<file path="src/rtl/vram_cmd_pkg.sv">
// rtl/vram_cmd_pkg.sv - opcodes, response codes and FSM encoding shared by the VRAM command block
package vram_cmd_pkg;

  localparam logic [7:0] OP_WRITE = 8'h01;
  localparam logic [7:0] OP_READ  = 8'h02;
  localparam logic [7:0] RSP_ACK  = 8'h01;
  localparam logic [7:0] RSP_ERR  = 8'hEE;

  typedef enum logic [2:0] {
    ST_IDLE,
    ST_ARGS,
    ST_WR_SETUP,
    ST_WR_STROBE,
    ST_WR_HOLD,
    ST_RD_STROBE,
    ST_RESP
  } state_t;

endpackage

</file>
<file path="src/rtl/vram_strobe_timer.sv">
// rtl/vram_strobe_timer.sv - down-counter timing the width of a VRAM strobe pulse
// Ports: clock, reset (sync, active-high); start loads the count one cycle
// before the strobe begins; done is high during the last strobe cycle.
module vram_strobe_timer #(
  parameter int CYCLES = 4
) (
  input  logic clock,
  input  logic reset,
  input  logic start,
  output logic done
);

  logic [7:0] cnt;

  always_ff @(posedge clock) begin
    if (reset) begin
      cnt <= 8'd0;
    end else if (start) begin
      cnt <= 8'(CYCLES - 1);
    end else if (cnt != 8'd0) begin
      cnt <= cnt - 8'd1;
    end
  end

  assign done = (cnt == 8'd0);

endmodule

</file>
<file path="src/rtl/vram_uart_cmd.sv">
// rtl/vram_uart_cmd.sv - UART byte command decoder driving a dual-bank VRAM read/write cycle
// Ports: clock, reset (sync, active-high); rx_data/rx_valid received bytes;
// tx_data/tx_valid/tx_busy response bytes; vrd_n/vawr_n/vbwr_n strobes;
// va14/vaa/vab address; vda_o/vdb_o/vda_i/vdb_i data; vd_tristate/lvl_vd_dir
// pad control; overrun sticky dropped-byte flag.
// Build option: VRAM_CMD_TIMEOUT_EN adds an inter-byte timeout in ARGS.
module vram_uart_cmd
  import vram_cmd_pkg::*;
#(
  parameter int STROBE_CYCLES  = 4,
  parameter int TIMEOUT_CYCLES = 120000
) (
  input  logic        clock,
  input  logic        reset,
  input  logic [7:0]  rx_data,
  input  logic        rx_valid,
  output logic [7:0]  tx_data,
  output logic        tx_valid,
  input  logic        tx_busy,
  output logic        vrd_n,
  output logic        vawr_n,
  output logic        vbwr_n,
  output logic        va14,
  output logic [13:0] vaa,
  output logic [13:0] vab,
  output logic [7:0]  vda_o,
  output logic [7:0]  vdb_o,
  input  logic [7:0]  vda_i,
  input  logic [7:0]  vdb_i,
  output logic        vd_tristate,
  output logic        lvl_vd_dir,
  output logic        overrun
);

  state_t     state, state_nx;
  logic [1:0] arg_cnt;
  logic       is_wr;
  logic [6:0] addr_hi;
  logic [7:0] addr_lo;
  logic [7:0] arg_a;
  logic [7:0] rsp_q0, rsp_q1;
  logic       rsp_two;
  logic       rsp_idx;
  logic       tx_skip;
  logic       tx_fire;
  logic       args_last;
  logic       timer_start;
  logic       timer_done;
  logic       tmo_hit;

  vram_strobe_timer #(.CYCLES(STROBE_CYCLES)) u_timer (
    .clock (clock),
    .reset (reset),
    .start (timer_start),
    .done  (timer_done)
  );

`ifdef VRAM_CMD_TIMEOUT_EN
  localparam int TMO_W = $clog2(TIMEOUT_CYCLES + 1);
  logic [TMO_W-1:0] tmo_cnt;

  always_ff @(posedge clock) begin
    if (reset || state != ST_ARGS || rx_valid) begin
      tmo_cnt <= '0;
    end else begin
      tmo_cnt <= tmo_cnt + TMO_W'(1);
    end
  end

  assign tmo_hit = (state == ST_ARGS) && !rx_valid &&
                   (tmo_cnt == TMO_W'(TIMEOUT_CYCLES - 1));
`else
  logic unused_timeout_cfg;
  assign unused_timeout_cfg = ^TIMEOUT_CYCLES;
  assign tmo_hit = 1'b0;
`endif

  always_comb begin
    state_nx    = state;
    timer_start = 1'b0;
    args_last   = 1'b0;
    // After each byte one cycle is skipped so a transmitter that raises
    // busy a cycle late is not mistaken for idle.
    tx_fire     = (state == ST_RESP) && !tx_skip && !tx_busy && !reset;
    case (state)
      ST_IDLE: begin
        if (rx_valid) begin
          state_nx = (rx_data == OP_WRITE || rx_data == OP_READ) ? ST_ARGS : ST_RESP;
        end
      end
      ST_ARGS: begin
        if (rx_valid && arg_cnt == (is_wr ? 2'd3 : 2'd1)) begin
          args_last   = 1'b1;
          state_nx    = is_wr ? ST_WR_SETUP : ST_RD_STROBE;
          timer_start = !is_wr;
        end else if (tmo_hit) begin
          state_nx = ST_IDLE;
        end
      end
      ST_WR_SETUP: begin
        state_nx    = ST_WR_STROBE;
        timer_start = 1'b1;
      end
      ST_WR_STROBE: if (timer_done) state_nx = ST_WR_HOLD;
      ST_WR_HOLD:   state_nx = ST_RESP;
      ST_RD_STROBE: if (timer_done) state_nx = ST_RESP;
      ST_RESP:      if (tx_fire && (rsp_idx || !rsp_two)) state_nx = ST_IDLE;
      default:      state_nx = ST_IDLE;
    endcase
  end

  assign tx_valid = tx_fire;
  assign tx_data  = rsp_idx ? rsp_q1 : rsp_q0;

  always_ff @(posedge clock) begin
    if (reset) begin
      state       <= ST_IDLE;
      arg_cnt     <= 2'd0;
      is_wr       <= 1'b0;
      addr_hi     <= 7'd0;
      addr_lo     <= 8'd0;
      arg_a       <= 8'd0;
      rsp_q0      <= 8'd0;
      rsp_q1      <= 8'd0;
      rsp_two     <= 1'b0;
      rsp_idx     <= 1'b0;
      tx_skip     <= 1'b0;
      vrd_n       <= 1'b1;
      vawr_n      <= 1'b1;
      vbwr_n      <= 1'b1;
      vd_tristate <= 1'b1;
      lvl_vd_dir  <= 1'b0;
      overrun     <= 1'b0;
      va14        <= 1'b0;
      vaa         <= 14'd0;
      vab         <= 14'd0;
      vda_o       <= 8'd0;
      vdb_o       <= 8'd0;
    end else begin
      state <= state_nx;

      // Pad controls are registered from the next state so they switch
      // exactly with the state and never glitch on the VRAM pins.
      vrd_n       <= (state_nx != ST_RD_STROBE);
      vawr_n      <= (state_nx != ST_WR_STROBE);
      vbwr_n      <= (state_nx != ST_WR_STROBE);
      vd_tristate <= !(state_nx inside {ST_WR_SETUP, ST_WR_STROBE, ST_WR_HOLD});
      lvl_vd_dir  <=  (state_nx inside {ST_WR_SETUP, ST_WR_STROBE, ST_WR_HOLD});

      if (rx_valid && state != ST_IDLE && state != ST_ARGS) overrun <= 1'b1;

      if (state == ST_IDLE && rx_valid) begin
        is_wr   <= (rx_data == OP_WRITE);
        arg_cnt <= 2'd0;
        rsp_q0  <= RSP_ERR;
        rsp_two <= 1'b0;
      end

      if (state == ST_ARGS && rx_valid) begin
        arg_cnt <= arg_cnt + 2'd1;
        case (arg_cnt)
          2'd0:    addr_hi <= rx_data[6:0];
          2'd1:    addr_lo <= rx_data;
          2'd2:    arg_a   <= rx_data;
          default: ;
        endcase
      end

      // The final argument byte is still on rx_data, so it is used directly.
      if (args_last) begin
        va14 <= addr_hi[6];
        if (is_wr) begin
          vaa   <= {addr_hi[5:0], addr_lo};
          vab   <= {addr_hi[5:0], addr_lo};
          vda_o <= arg_a;
          vdb_o <= rx_data;
        end else begin
          vaa <= {addr_hi[5:0], rx_data};
          vab <= {addr_hi[5:0], rx_data};
        end
      end

      if (state == ST_WR_HOLD) begin
        rsp_q0  <= RSP_ACK;
        rsp_two <= 1'b0;
      end

      if (state == ST_RD_STROBE && timer_done) begin
        rsp_q0  <= vda_i;
        rsp_q1  <= vdb_i;
        rsp_two <= 1'b1;
      end

      if (state != ST_RESP) begin
        rsp_idx <= 1'b0;
      end else if (tx_fire) begin
        rsp_idx <= 1'b1;
      end
      tx_skip <= tx_fire;
    end
  end

endmodule

</file>
<file path="config.mk">
export PLATFORM = sky130hd
export DESIGN_NAME = vram_uart_cmd
export DESIGN_NICKNAME = d
export VERILOG_FILES = /design/src/rtl/vram_cmd_pkg.sv /design/src/rtl/vram_strobe_timer.sv /design/src/rtl/vram_uart_cmd.sv
export SDC_FILE = /design/constraint.sdc
export NUM_CORES = 1
export LEC_CHECK = 0
export BUFFER_PORTS_ARGS = -buffer_cell sky130_fd_sc_hd__buf_2
export CORE_ASPECT_RATIO = 1.2
export CORE_UTILIZATION = 58
export CTS_CLUSTER_SIZE = 28
export DETAILED_ROUTE_END_ITERATION = 10
export GPL_ROUTABILITY_DRIVEN = 0
export PLACE_DENSITY = 0.85
export SLEW_MARGIN = 10
export SYNTH_ARGS = -nofsm -noshare
export SYNTH_HDL_FRONTEND = slang
export SYNTH_SLANG_ARGS = --single-unit
</file>
<file path="constraint.sdc">
create_clock -name clock -period 4.29 [get_ports clock]
set_input_delay 0.429 -clock clock [delete_from_list [all_inputs] [get_ports clock]]
set_output_delay 0.429 -clock clock [all_outputs]
set_load 0.05 [all_outputs]
</file>
==> qor.yml, run 1 <==
synth_warnings: 0
ir_drop_mv: 0.341
fp.dieW_um: 77.0
use_met3: 0.0448
synth_edf_count: 0
skew_ps: 12.0
status: "finished clean"
postRouteAntennaNets: 0
top_usage_layer: "met2"
r2r_cells: 6
tightest_slew_ps: 863
critPathKind: "reg2reg"
use_met1: 0.311
synth_flop_cell: "dfxtp_1"
antenna_found_initial: 0
grt_max_degree: 90
maxSlewViolCount: 0
track_usage: 0.238
synthXorXnorAreaFrac: 0.0134
critPathSlowestCell: "nand4_1"
row_count: 32
cts_max_level: 3
netlist_top_cells_count: "dfxtp_1, nand2_1, a21oi_1"
cts_setup_buffers: 0
power.density_mw_per_mm2: 545
synthMuxAreaShare: 0.0640
synth_nets: 499
synth-simple-area-share: 0.220
cp_max_fo: 17
wl_um: 8140
top_level_ports: 88
syn_area_sq_mm: 0.00391
first_pass_iters: 5
dp_hpwl_um: 5550
fin_area_sq_mm: 0.00441
drc: 0
cts_tree: "done"
worstPathRequired_ps: 4490
cts_sinks: 92
finalSetupTns_ps: 0
io_buffers: 87
yosys.area.top_type: "dfxtp_1"
vias_per_cell: 5.58
use_met2: 0.392
crit_buf_inv: 1
synth_top_area_frac: 0.471
synth_top_family_by_area: "simple AND/OR/NAND/NOR gates"
grt_pass1_wl_um: 13700
drt_iter0_drc: 256
finalHoldViolations: 0
slew_headroom: 0.425
setup_viol: 0
hold_buffers: 0
die_h_um: 92.0
grt-ovfl-total: 0
insertion_delay_ps: 360
worstPathArrival_ps: 2480
startpoint: "u_timer.cnt[0]"
synthArstFlopShare: 0
cts.clk_slew.worst_paths_ps: 90
cap_viol_max_count: 0
syn_to_final_growth_pct: 12.7
synth_adder_area_share: 0.0128
worstSetupStartpointType: "flip-flop"
fmax_mhz: 439
cp_num_cells: 6
cp_top_family: "simple AND/OR/NAND/NOR gates"
die-area_sq_mm: 0.00708
reg2reg_to: "rsp_q0[6]"
reg2reg_from: "u_timer.cnt[0]"
nNetsFinal: 548
end_kind: "flip-flop"
syn_inst: 467
cts-root-buf: "clkbuf_8"
fin_crit_sh: 0.531
p_leak_nw: 1.69
post_cts_resized: 0
grt_pass1_vias: 2980
ys_types: 47
r2r_slack_ps: 2010
antenna_cells: 0
avgRoutedWirePerCell_um: 13.5
clock_path_buffers: 2
initial_core_util: 0.603
hp-class: "in2reg"
yosysSeqAreaShare: 0.471
crit_path_end: "rsp_q0[6]"
num_vias: 3378
synth_compound_area_frac: 0.145
max_stage_delay_ps: 700
crit_chain: "inv_1 > ha_1 > nor4b_1 > nand4_1 > o211ai_1 > a21oi_1"
avgSynthCellArea_sq_um: 8.38
drive_gt1_frac: 0.225
fin_crit_ps: 2280
rsz0062_at_grt: "no"
cts_buffers: 9
detailedPlace.worstSlack_ps: 2030
synth_seq_cells: 92
synth.area.top_cells: "dfxtp_1, nand2_1, a21oi_1"
p_total_w: 0.00240
worst_slack_ps: 2010
fp.coreArea_sq_mm: 0.00649
placed_cell_area_sq_mm: 0.00422
worst min-delay path: cells and delay by family:
family	cells	cell delay [ps]
AND/OR/NAND/NOR	1	40
AO/OA/AOI/OAI	1	50
buffers and inverters	1	90
kinds of logic after synthesis:
logic type,after synthesis
muxes,24
adders and majority gates,4
and+or+nand+nor,186
AOI/OAI and AO/OA,98
DFF,92
buffers and inverters,57
xor gates and xnor gates,6
how the worst min path moves through the flow:
stage / to / slack, ps / cells past startpoint / startpoint
floorplan: rsp_q1[0] / 430 / 2 / rsp_q1[0]
global placement: rsp_q1[3] / 440 / 2 / rsp_q1[3]
detailed placement: vdb_o[0] / 440 / 2 / vdb_o[0]
CTS: rsp_q1[3] / 300 / 3 / vdb_i[3]
global route: rsp_q1[3] / 310 / 3 / vdb_i[3]
finish: rsp_q1[3] / 310 / 3 / vdb_i[3]
per-layer routing:
metal / share of wire / vias up
met2: 0.49 / 86
met3: 0.047 / 5
met1: 0.45 / 1589
met4: 0.0098 / 0
met5: 0 / -
li1: - / 1698
through the flow:
step           hold WS [ps]  cells  utilization
2_1_floorplan           428    467            -
3_3_place_gp            437    590        0.650
3_5_place_dp            445    590        0.650
4_1_cts                 298    605        0.680
5_1_grt                 311    605        0.680
6_report                309    605        0.680
registers in the layout, indices dropped and copies added, names as in the netlist:
signal	count
vd_tristate	1
addr_lo	8
rsp_q0	8
vbwr_n	1
arg_cnt	2
rsp_q1	8
arg_a	8
vrd_n	1
rsp_two	1
is_wr	1
addr_hi	7
lvl_vd_dir	1
rsp_idx	1
tx_skip	1
overrun	1
u_timer.cnt	8
vab	14
state	3
vdb_o	8
vda_o	8
va14	1
cell usage in the layout (no fill, tap or decap), types with 5 or more instances in the layout:
| cell type | n |
|---|---|
| o211ai_1 | 7 |
| mux2i_1 | 16 |
| clkbuf_8 | 9 |
| nand3_1 | 27 |
| inv_1 | 5 |
| nor2_1 | 26 |
| nand2_1 | 92 |
| dfxtp_1 | 92 |
| nand4_1 | 7 |
| xnor2_1 | 5 |
| o21ai_1 | 5 |
| a21oi_1 | 64 |
| a211oi_1 | 8 |
| mux2_2 | 8 |
| nor4_1 | 5 |
| buf_2 | 87 |
area by class of cell:
| class | count | area (sq um) |
|---|---|---|
| Sequential cell | 92 | 1840 |
| Multi-Input combinational cell | 318 | 1800 |
| Inverter | 6 | 22.5 |
| Timing Repair Buffer | 89 | 450 |
| Clock buffer | 9 | 124 |
| Clock inverter | 6 | 66.3 |
| Tap cell | 85 | 106 |
| Fill cell | 532 | 2080 |
where the power goes:
part | total (W) | switching [W] | leakage (nW) | internal (W)
clock | 0.000562 | 0.000296 | 0.0873 | 0.000266
combinational | 0.000767 | 0.000489 | 0.853 | 0.000277
sequential | 0.00108 | 0.000122 | 0.745 | 0.000953
Power figures use the tool's default switching activity.
==> inputs of run 2 (changes only) <==
--- a/config.mk
+++ b/config.mk
@@ -7,11 +7,11 @@
 export LEC_CHECK = 0
 export BUFFER_PORTS_ARGS = -buffer_cell sky130_fd_sc_hd__buf_2
 export CORE_ASPECT_RATIO = 1.2
-export CORE_UTILIZATION = 58
+export CORE_UTILIZATION = 54
 export CTS_CLUSTER_SIZE = 28
 export DETAILED_ROUTE_END_ITERATION = 10
 export GPL_ROUTABILITY_DRIVEN = 0
-export PLACE_DENSITY = 0.85
+export PLACE_DENSITY = 0.8
 export SLEW_MARGIN = 10
 export SYNTH_ARGS = -nofsm -noshare
 export SYNTH_HDL_FRONTEND = slang
==> constraint.sdc (replaced) <==
create_clock -name clock -period 2.1 [get_ports clock]
set_input_delay 0.21 -clock clock [delete_from_list [all_inputs] [get_ports clock]]
set_output_delay 0.21 -clock clock [all_outputs]
set_load 0.05 [all_outputs]
==> run 2 against run 1 <==
  * Routed wire length up 4.9%
  * Register-to-register slack worse by 1800 ps
  * Critical endpoint is now tx_valid
  * Highest routed layer unchanged
  * Largest cell class unchanged
  * Setup slack worse by 1900 ps
  * Sequential cell count unchanged
==> qor.yml, run 2 (same netlist as run 1, synthesis figures left out) <==
grt_max_degree: 53
die_h_um: 95.2
fin_area_sq_mm: 0.00452
end_kind: "output pin"
largest_register_ffs: 14
placed_cell_area_sq_mm: 0.00429
worstSetupStartpointType: "flip-flop"
swShare: 0.371
use_met2: 0.375
most-common-layout-cells: "nand2_1, dfxtp_1, buf_2"
cts_buffers: 9
worstPathRequired_ps: 1890
vias_per_cell: 5.56
finalSetupTns_ps: 0
p_total_w: 0.00514
critPathKind: "reg2out"
first_pass_iters: 4
clockPowerShare: 0.255
cts.clk_slew.worst_paths_ps: 90
maxSlewViolCount: 0
fp.coreArea_sq_mm: 0.00694
cts_max_level: 3
power.density_mw_per_mm2: 1140
status: "finished clean"
antenna_found_initial: 0
utilization: 0.651
io_buffers: 87
seqPwrFrac: 0.418
insertion_delay_ps: 360
fp.dieW_um: 79.7
hp-class: "in2reg"
hold_buffers: 0
fin_crit_ps: 1980
clock_path_buffers: 2
die-area_sq_mm: 0.00759
top_level_ports: 88
largest_register: "vab"
use_met1: 0.326
tightest_slew_ps: 562
use_met3: 0.0373
p_leak_nw: 1.75
grt_pass1_vias: 3083
drc: 0
nFillCells: 604
cap_viol_max_count: 0
cts_sinks: 92
grt_pass1_wl_um: 14300
drt_iter0_drc: 259
cts-root-buf: "clkbuf_8"
initial_core_util: 0.564
avgRoutedWirePerCell_um: 13.9
p_sw_w: 0.00190
combPwrFrac: 0.327
row_count: 33
grt-ovfl-total: 0
fmax_mhz: 506
nNetsFinal: 557
rsz0062_at_grt: "no"
top_usage_layer: "met2"
setup_viol: 0
fin_crit_sh: 0.941
worstPathArrival_ps: 1770
postRouteAntennaNets: 0
track_usage: 0.243
slew_headroom: 0.625
ir_drop_mv: 0.847
wl_um: 8540
intPower_w: 0.00323
antenna_cells: 0
dp_hpwl_um: 5780
cp_max_fo: 11
finalHoldViolations: 0
cts_tree: "done"
num_vias: 3425
skew_ps: 9.30
drive_gt1_frac: 0.242
syn_to_final_growth_pct: 15.5
## run 2: cell types whose count changed in the layout (fill, tap and decap cells not counted), sizes merged
| cell | change |
|---|---|
| buf | +9 |
| clkinv | -2 |
| bufinv | +1 |
| clkinvlp | -2 |
| inv | +3 |
## run 2: final cells by class
type,instances,area [sq um],area share
inverters,6,22.5,0.00498
clock buffers,9,124,0.0274
multi-input cells,318,1810,0.400
flip-flops and latches,92,1840,0.408
well taps,87,109,0.0241
repair buffers,98,518,0.115
clock inverters,6,93.8,0.0208
## run 2: power groups by stage
stage	clock network (W)	registers (W)	logic, W
4_1_cts	0.00133	0.00214	0.00167
6_report	0.00131	0.00215	0.00168
3_3_place_gp	0	0.00217	0.00162
3_5_place_dp	0	0.00218	0.00166
5_1_grt	0.00140	0.00218	0.00186
2_1_floorplan	0	0.00220	0.00126
## run 2: worst paths after layout
path,start,end,slack (ps),cells after the start
worst max-delay path,state[1],tx_valid,120,3
worst min-delay path,vda_i[6],rsp_q0[6],90,3
worst max register to register,u_timer.cnt[0],u_timer.cnt[6],180,5
worst min register to register,vdb_o[4],vdb_o[4],460,2
## run 2: worst max-delay path, stage by stage (launching register included)
cell	delay [ps]
dfxtp_1	590
nand2_1	200
nor4b_2	320
buf_2	310
## run 2: timing repair
item,in CTS,in global routing
endpoints found under the setup margin,0,18
endpoints found under the hold margin,0,0
resized for setup,0,1
buffers inserted,0,0
## run 2: metrics by stage
| stage | setup slack, ps | hold slack (ps) | instances |
|---|---|---|---|
| 2_1_floorplan | 148 | 346 | 467 |
| 3_3_place_gp | 278 | 436 | 601 |
| 3_5_place_dp | 188 | 444 | 601 |
| 4_1_cts | 101 | 72.6 | 616 |
| 5_1_grt | 2.54 | 88.6 | 616 |
| 6_report | 124 | 86.9 | 616 |
## run 2: layer usage
| metal | share of wire | vias up |
|---|---|---|
| met5 | 0 | - |
| met4 | 0.024 | 0 |
| met3 | 0.045 | 20 |
| met2 | 0.48 | 113 |
| met1 | 0.45 | 1584 |
| li1 | - | 1708 |
==> inputs of run 3 (changes only) <==
==> constraint.sdc (replaced) <==
create_clock -name clock -period 2.1 [get_ports clock]
set_input_delay 0.63 -clock clock [delete_from_list [all_inputs] [get_ports clock]]
set_output_delay 0.63 -clock clock [all_outputs]
set_load 0.05 [all_outputs]
==> run 3 against run 2 <==
  * First-iteration DRC count up 9.3%
  * Critical path depth did not move
  * Routed wire length up 2.4%
  * Global-route usage down 0.49 points
  * Cell count up 0.81%
  * Worst hold slack improved by 370 ps
  * Largest cell class unchanged
  * Critical endpoint unchanged
  * Total power shrank 1.4%
  * Count of clock-buffer cells in the layout increased by 1
  * Maximum frequency down 2.8%
  * Register-to-register slack about the same
  * Setup slack worse by 56 ps
  * Non-clock buffer count rose by 4
==> qor.yml, run 3 (same netlist as run 1, synthesis figures left out) <==
place_inst: 605
fmax_mhz: 492
grt_pass1_vias: 3082
cp_max_fo: 13
hold_path.startpoint: "rsp_q1[3]"
critPathKind: "reg2out"
hold_buffers: 0
drive_gt1_frac: 0.249
ir_drop_mv: 0.640
num_vias: 3446
nNetsFinal: 561
grt_pass1_wl_um: 14000
rsz0062_at_grt: "no"
clock_path_buffers: 2
antenna_found_initial: 0
instances_no_fill: 621
dp_hpwl_um: 5950
cts_max_level: 3
fp.dieW_um: 79.7
r2r_cells: 6
cts_sinks: 92
die-area_sq_mm: 0.00759
fp.coreArea_sq_mm: 0.00694
setup_viol: 0
holdPathStages: 2
first_pass_iters: 4
slew_headroom: 0.520
wl_um: 8750
fin_crit_sh: 0.968
end_kind: "output pin"
reg2reg_to: "state[0]"
grt_max_degree: 72
syn_to_final_growth_pct: 16.5
die_h_um: 95.2
r2r_slack_ps: 190
finalSetupTns_ps: 0
row_count: 33
cts.clk_slew.worst_paths_ps: 90
grt-ovfl-total: 0
cap_viol_max_count: 0
tightest_slew_ps: 720
initial_core_util: 0.564
most-common-layout-cells: "nand2_1, dfxtp_1, buf_2"
worstPathRequired_ps: 1470
crit_chain: "buf_4 > nor4b_4 > buf_4"
largest_register: "vab"
cts-root-buf: "clkbuf_8"
crit_path_frequent_cell: "buf_4"
status: "finished clean"
min_to: "rsp_q1[3]"
skew_ps: 13.6
finalHoldViolations: 0
max_stage_delay_ps: 380
insertion_delay_ps: 370
worstSetupStartpointType: "flip-flop"
largest_register_ffs: 14
top_level_ports: 88
maxSlewViolCount: 0
postRouteAntennaNets: 0
power.density_mw_per_mm2: 1110
worstPathArrival_ps: 1400
avgRoutedWirePerCell_um: 14.1
drt_iter0_drc: 283
cts_buffers: 9
cts_setup_buffers: 0
drc: 0
track_usage: 0.238
hp-class: "reg2reg"
io_buffers: 87
nFillCells: 636
vias_per_cell: 5.55
final_common_cell: "nand2_1"
critPathSlowestCell: "dfxtp_1"
p_leak_nw: 1.77
fin_crit_ps: 2030
reg2reg_from: "u_timer.cnt[0]"
antenna_cells: 0
cts_tree: "done"
==> run 3: cell type report <==
class | count | area (sq um) | area share
Clock buffer | 10 | 128 | 0.0280
Clock inverter | 6 | 72.6 | 0.0159
Inverter | 6 | 22.5 | 0.00494
Multi-Input combinational cell | 318 | 1820 | 0.399
Sequential cell | 92 | 1850 | 0.405
Tap cell | 87 | 109 | 0.0239
Timing Repair Buffer | 102 | 563 | 0.124
==> run 3: worst max-delay path: cells and delay by family, from the launching register on <==
kind | cells | cell delay, ps
and+or+nand+nor | 1 | 220
buffers and inverters | 2 | 450
DFF | 1 | 380
==> run 3: power breakdown <==
group          switching (W)  leakage, nW  internal, W  total, W
clock network       0.000648       0.0971     0.000561   0.00121
logic                0.00112        0.930     0.000626   0.00174
registers           0.000167        0.746      0.00195   0.00211
==> run 3: worst max path at each step <==
stage,start,to,cells past startpoint
2_1_floorplan,reset,tx_valid,3
3_5_place_dp,tx_busy,tx_valid,4
5_1_grt,state[1],tx_valid,3
3_3_place_gp,tx_busy,tx_valid,4
6_report,state[0],tx_valid,3
4_1_cts,state[1],tx_valid,3
==> run 3: timing repair <==
| action | in CTS | in global routing |
|---|---|---|
| cloned | 0 | 0 |
| hold endpoints to repair | 0 | 0 |
| endpoints found under the setup margin | 8 | 4 |
| resized for setup | 1 | 4 |
==> run 3: per-stage QoR <==
stage	setup slack [ps]	hold slack, ps	total power [W]	area [sq um]	utilization
5_1_grt	6.53	474	0.00532	4560	0.657
4_1_cts	18.4	456	0.00506	4550	0.655
2_1_floorplan	-95.9	428	0.00347	3960	-
3_5_place_dp	97.0	443	0.00387	4350	0.626
6_report	67.9	453	0.00507	4560	0.657
3_3_place_gp	157	435	0.00380	4350	0.626
==> run 3: per-layer routing <==
| layer | part of all wire | global-route usage | up-vias |
|---|---|---|---|
| met1 | 0.46 | 0.302 | 1613 |
| met2 | 0.48 | 0.393 | 90 |
| met4 | 0.020 | 0.115 | 0 |
| met5 | 0 | 0 | - |
| met3 | 0.040 | 0.0373 | 16 |
| li1 | - | - | 1727 |
